$ cat config.mk
export PLATFORM = sky130hd
export DESIGN_NAME = alu_issue_ctrl
export DESIGN_NICKNAME = d
export VERILOG_FILES = /design/src/rtl/alu_issue_ctrl.sv
export SDC_FILE = /design/constraint.sdc
export NUM_CORES = 1
export LEC_CHECK = 0
export BUFFER_PORTS_ARGS = -buffer_cell sky130_fd_sc_hd__buf_2
export CORE_UTILIZATION = 35
export DETAILED_ROUTE_END_ITERATION = 12
export PLACE_DENSITY = 0.56
export REMOVE_ABC_BUFFERS = 1
export SYNTH_ARGS = -nofsm -noshare
export SYNTH_HDL_FRONTEND = slang
export SYNTH_SLANG_ARGS = --single-unit
$ cat constraint.sdc
create_clock -name Clk -period 1.95 [get_ports Clk]
set_clock_uncertainty 0.2 [all_clocks]
set_input_delay 0.39 -clock Clk [delete_from_list [all_inputs] [get_ports Clk]]
set_output_delay 0.39 -clock Clk [all_outputs]
set_load 0.02 [all_outputs]
$ cat src/rtl/alu_issue_ctrl.sv
// alu_issue_ctrl: operand fetch, issue and writeback stage in front of a
// combinational SimpleALU. Instructions come in over a valid/ready handshake.
// Operands are read from an NREGS-entry register file, with forwarding from a
// writeback that is still pending. Operands are registered onto AluSel/AluA/AluB
// and held for one EXEC cycle. AluQ is captured, strobed on Wb*, and then
// written back.
// Optional build macro ALU_ISSUE_FLAGS_EN adds a ZeroFlag output.
module alu_issue_ctrl #(
  parameter int WIDTH = 3,
  parameter int NREGS = 8,
  localparam int AW   = $clog2(NREGS)
) (
  input  logic             Clk,
  input  logic             ResetN,
  input  logic             InValid,
  output logic             InReady,
  input  logic [2:0]       InOp,
  input  logic [AW-1:0]    InRd,
  input  logic [AW-1:0]    InRs,
  input  logic [AW-1:0]    InRt,
  input  logic             InImmEn,
  input  logic [WIDTH-1:0] InImm,
  output logic [2:0]       AluSel,
  output logic [WIDTH-1:0] AluA,
  output logic [WIDTH-1:0] AluB,
  input  logic [WIDTH-1:0] AluQ,
  output logic             WbValid,
  output logic [AW-1:0]    WbAddr,
  output logic [WIDTH-1:0] WbData,
`ifdef ALU_ISSUE_FLAGS_EN
  output logic             ZeroFlag,
`endif
  input  logic [AW-1:0]    RdAddr,
  output logic [WIDTH-1:0] RdData
);

  typedef enum logic [1:0] {IDLE, EXEC, WB} state_t;

  state_t           state, state_n;
  logic [WIDTH-1:0] regs [NREGS];
  logic [AW-1:0]    rd_q;
  logic             fire;
  logic             fwd_en;
  logic [WIDTH-1:0] opa, opb;

  // Ready depends only on state, so it is high during reset (IDLE).
  assign InReady = (state != EXEC);
  assign fire    = InValid && InReady;

  // Entry 0 is never written, so it always reads back as zero.
  assign RdData  = regs[RdAddr];

  // A writeback is in flight during WB. Its data is not in the file yet, so it is
  // forwarded. Register 0 is excluded because it always reads as zero.
  assign fwd_en  = (state == WB) && (WbAddr != '0);

  // Operand selection with WB->issue forwarding
  always_comb begin
    opa = regs[InRs];
    opb = regs[InRt];
    if (fwd_en && (InRs == WbAddr)) opa = WbData;
    if (fwd_en && (InRt == WbAddr)) opb = WbData;
    if (InImmEn)                    opb = InImm;
  end

  // State register
  always_ff @(posedge Clk or negedge ResetN) begin
    if (!ResetN) state <= IDLE;
    else         state <= state_n;
  end

  // Next-state decode: IDLE -> EXEC -> WB, then WB goes back to EXEC on a fire
  always_comb begin
    state_n = state;
    case (state)
      IDLE:    if (fire) state_n = EXEC;
      EXEC:    state_n = WB;
      WB:      state_n = fire ? EXEC : IDLE;
      default: state_n = IDLE;
    endcase
  end

  // Issue registers, result capture and register-file write
  always_ff @(posedge Clk or negedge ResetN) begin
    if (!ResetN) begin
      AluSel  <= '0;
      AluA    <= '0;
      AluB    <= '0;
      rd_q    <= '0;
      WbValid <= 1'b0;
      WbAddr  <= '0;
      WbData  <= '0;
      for (int i = 0; i < NREGS; i++) regs[i] <= '0;
    end else begin
      WbValid <= 1'b0;
      if (fire) begin
        AluSel <= InOp;
        AluA   <= opa;
        AluB   <= opb;
        rd_q   <= InRd;
      end
      if (state == EXEC) begin
        WbData  <= AluQ;
        WbAddr  <= rd_q;
        WbValid <= 1'b1;
      end
      if ((state == WB) && (WbAddr != '0)) regs[WbAddr] <= WbData;
    end
  end

`ifdef ALU_ISSUE_FLAGS_EN
  // Zero flag is captured with each result (including rd=0) and held until the next result
  always_ff @(posedge Clk or negedge ResetN) begin
    if (!ResetN)            ZeroFlag <= 1'b0;
    else if (state == EXEC) ZeroFlag <= (AluQ == '0);
  end
`endif

endmodule

* Yosys cells after proc, flatten, opt, wreduce, memory -nomap -nowiden
Cells that the tools add are included.
** Word-level totals
- Flip-flop bits (word level) :: 45
- Input bits :: 25
- Output and inout port bits :: 20
** Cells by class
- Magnitude comparators :: 5
- Equality and inequality tests :: 6
- Muxes and demuxes :: 19
- Bitwise gates (word level) :: 4
- Reductions and logical operators :: 7
** Operator list (count)
- $mux W3 :: 10
- $bmux W3 S3 :: 3
- $bwmux W24 :: 1
- $ge A4 B4 Y1 const B :: 4
- $not A3 Y4 :: 4
- $demux W3 S3 :: 1
- $eq A3 B3 Y1 :: 2
- $pmux W2 S3 :: 1
- $logic_and A1 B1 Y1 :: 5
- $lt A4 B1 Y1 const B :: 1
- $reduce_bool A3 Y1 :: 1
- $eq A2 B1 Y1 const B :: 1
- $eq A2 B2 Y1 const B :: 1
- $logic_not A2 Y1 :: 1
- $mux W1 :: 2
- $mux W2 :: 1
- $ne A2 B1 Y1 const B :: 1
- $ne A2 B2 Y1 const B :: 1

* Logic depth before layout (Yosys ltp)
- Word-level depth :: 6
- Mapped depth :: 6

* Least setup slack after synthesis
Ideal clock, no wire load.
- Kind :: input to output
- Start point :: in RdAddr[0]
- End point :: out RdData[0]
- Data arrival time :: 1.576 ns
- Required time :: 1.360 ns
- Slack :: -0.216 ns
- Stages on the path :: 3
- Path buffers :: 1
- Cells stage by stage :: clkbuf_1 -> mux4_2 -> mux2_2
** Between the ends
- Longest elaborated chain between the ends :: 4
** RTL lines
- start: declaration :: RTL line 33 : input logic [AW-1:0] RdAddr,
- $not A3 Y4 (implied by the code) :: RTL line 51 : assign RdData = regs[RdAddr];
- $bmux W3 S3 :: RTL line 51
- $mux W3 (implied by the code) (2 in a row) :: RTL line 51
- end: declaration :: RTL line 34 : output logic [WIDTH-1:0] RdData
Every way passes these cells. The select of a mux whose other input is x is not followed.

* Worst setup path after layout
- Start point :: reg regs[6] (netlist bit)
- End point :: out RdData[0]
** Between the ends
- Longest elaborated chain between the ends :: 3
** RTL lines
- start: declaration :: RTL line 40 : logic [WIDTH-1:0] regs [NREGS];
- start signal: indexed assignment :: RTL line 107 : if ((state == WB) && (WbAddr != '0)) regs[WbAddr] <= WbData;
- $bmux W3 S3 :: RTL line 51
- $mux W3 (implied by the code) (2 in a row) :: RTL line 51
Every way passes these cells. The select of a mux whose other input is x is not followed.

==> results.yml <==
detailed_routing:
  drtAntennaViolNets: 0
  vias: 1881
  wirelength_mm: 6.00
  wl_per_cell_um: 16.3
  vias_per_cell: 5.10
  drc: 0
  drt_iter0_markers: 103
  dr.pass1.iters: 4
synthesis:
  syn_avg_cell_area_um2: 12.5
  synth_warnings: 0
  synth_edf_count: 0
  yosys-top-cells-area: "dfrtp_1 45%, mux4_2 13%, mux2_1 11%"
  yosysTopAreaCellShare_pct: 44.8
  ys.flop_type: "dfrtp_1"
  ys_types: 34
  synth_most_common_cell: "dfrtp_1"
  async_flop_share_pct: 100
  netlist_instances: 202
  syn_area_mm2: 0.00251
  ys_seq_area_share_pct: 44.8
  ys_ff_latch: 45
  synthTopCellsByCount: "45 x dfrtp_1, 24 x mux2_1, 24 x nand2_1, 15 x mux2i_1, 15 x mux4_2"
  yosysTopAreaCell: "dfrtp_1"
run_status:
  failed_checks: "setup timing"
  status: "finished, violations left"
placed_design:
  dp_cells: 356
  gp_congestion: 0.861
  dp_hpwl_mm: 4.66
  portBuffers: 44
  place_area_mm2: 0.00301
min_path:
  worstHoldEndpoint: "WbData[1]"
  hold_path_depth: 3
  min_from: "AluQ[1]"
  holdCritPathClass: "input port to flop"
floorplanning:
  row_count: 30
  die_width_um: 86.8
  pin_count: 45
  die_area_mm2: 0.00753
  start_util_pct: 36.6
  core_mm2: 0.00687
  die_y_um: 86.8
worst_setup_path:
  r2r_end: "AluA[1]"
  rr_startpoint: "regs[7]"
  critPathKind: "flop to output pin"
  crit_arrival_ns: 1.60
  path_max_fanout: 4
  end_kind: "output pin"
  regToRegSetupSlack_ns: 0.09
  crit_required_ns: 1.36
  crit_path_start_kind: "flop"
  reg2reg_depth: 5
  crit_start: "regs[6]"
power_and_ir_drop:
  switchingPower_mw: 1.24
  pwr-share-clk_pct: 19.5
  power.internal_mw: 2.45
  pwr_density_cell_mw_per_mm2: 1150
  power_frac_comb_pct: 41.3
  peakVddDrop_mv: 0.301
  power_frac_seq_pct: 39.2
  power.leakage_nw: 1.54
  switching_share_pct: 33.6
timing:
  tns_ns: -0.687
  worstMarginPinSlew_ns: 0.409
  final.min_clock_period_ns: 2.19
  rsz0062_at_grt: "true"
  clock.fmax_mhz: 456
  setup_violations: 3
  fin_crit_sh_pct: 113
  relSlewSlack_pct: 72.8
  finalMaxSlewViolations: 0
  setup_ws_ns: -0.244
  hold_viol: 0
global_route:
  grt_max_degree: 30
  grt_pass1_vias: 1868
  grt_pass1_wl_mm: 9.78
  grt_overflow: 0
  grt_usage_pct: 17.6
  antenna_found_initial: 0
final_layout:
  fin_cells: 369
  fin_area_mm2: 0.00321
  num_antenna_cells: 0
  drive_gt1_share_pct: 42.1
  nets: 297
  syn_to_final_growth_pct: 27.6
flow_run:
  maxCapViolations: 0
cts:
  clock_sink_count: 45
  cts_made_buffers: 5
  root_buffer: "clkbuf_8"
  worstSkewPairLatency_ns: 0.30
  path_clk_slew_ns: 0.09
  cts_tree: "yes"
  htreeDepth: 2
  cts_buffer_depth: 2
## layout make-up
cell class,instances,area [µm²]
fillers,660,3660
repair buffers,80,524
inverters,3,11.3
clock buffers,6,72.6
clock inverters,2,38.8
flip-flops and latches,45,1130
multi-input cells,137,1320
well taps,96,120
## metal layers
metal	vias to the layer above	wire, µm	share of wire, %	track usage, %
met3	8	272	4.5	3.05
li1	882	-	-	-
met1	933	2860	48	26.1
met5	-	0	0	0
met2	58	2750	46	26.0
met4	0	112	1.9	5.91
## critical path: stages (launching register included)
cell and delay [ns]:
dfrtp_1 0.44, mux4_2 0.46, mux2_4 0.27, buf_6 0.13
## sequential cells by signal, summed over array words and instances (netlist names)
signal / flops
regs: 24
WbAddr: 3
rd_q: 3
state: 2
AluB: 3
WbData: 3
AluSel: 3
WbValid: 1
AluA: 3
## how the worst max path moves through the flow
stage,end,slack [ns]
final,RdData[0],-0.24
after CTS,RdData[0],-0.25
after global placement,RdData[1],-0.19
after floorplan,AluB[0],-0.13
after detailed placement,RdData[1],-0.20
after global routing,RdData[0],-0.30
## placed cells by master (no fill, tap or decap), types with 2 or more instances in the layout
master	Yosys	layout
nand2_1	24	24
buf_2	2	41
buf_4	1	34
nor2b_1	3	3
nor4b_1	2	2
a21oi_1	4	3
inv_2	2	2
nor3_1	3	3
nand3_1	5	5
clkbuf_8	0	5
a211oi_1	2	2
nor4_1	2	2
buf_6	1	3
o31ai_1	3	2
nor3b_1	2	2
nand2b_1	4	4
mux2_4	0	4
mux2_2	9	5
a21boi_1	2	2
nor2_1	4	4
dfrtp_1	45	45
mux2_1	24	24
and3_1	2	2
mux2i_1	15	15
mux4_2	15	15
xnor2_1	6	6
## cells by family after synthesis
kind of cell	after synthesis	synth area share, %
buffers and inverters	20	4.18
flip-flops	45	44.8
XOR/XNOR	6	2.09
AO/OA/AOI/OAI	15	4.43
multiplexers	63	34.2
AND/OR/NAND/NOR	53	10.3
## timing repair
action                     CTS  global route
pin swaps                    0             1
buffers inserted             4             2
gates resized for setup     10             3
hold endpoints to repair    16             0
gates cloned                 0             0
hold buffers                 1             0
setup endpoints to repair    3             4
## power groups by stage
| stage | logic [mW] | registers [mW] | clock network, mW |
|---|---|---|---|
| floorplan | 0.677 | 1.53 | 0 |
| global placement | 1.35 | 1.47 | 0 |
| detailed placement | 1.37 | 1.48 | 0 |
| CTS | 1.50 | 1.44 | 0.735 |
| global route | 1.66 | 1.48 | 0.777 |
| finish | 1.52 | 1.45 | 0.718 |
## stage by stage
step / total power, mW / util (%) / hold slack (ns) / worst slack, ns
floorplan: 2.20 / - / -0.106 / -0.126
global placement: 2.83 / 43.8 / 0.147 / -0.193
detailed placement: 2.85 / 43.8 / 0.149 / -0.197
CTS: 3.68 / 46.5 / 0.0666 / -0.252
global route: 3.92 / 46.7 / 0.0906 / -0.296
finish: 3.69 / 46.7 / 0.0704 / -0.244
Power figures use the tool's default switching activity.
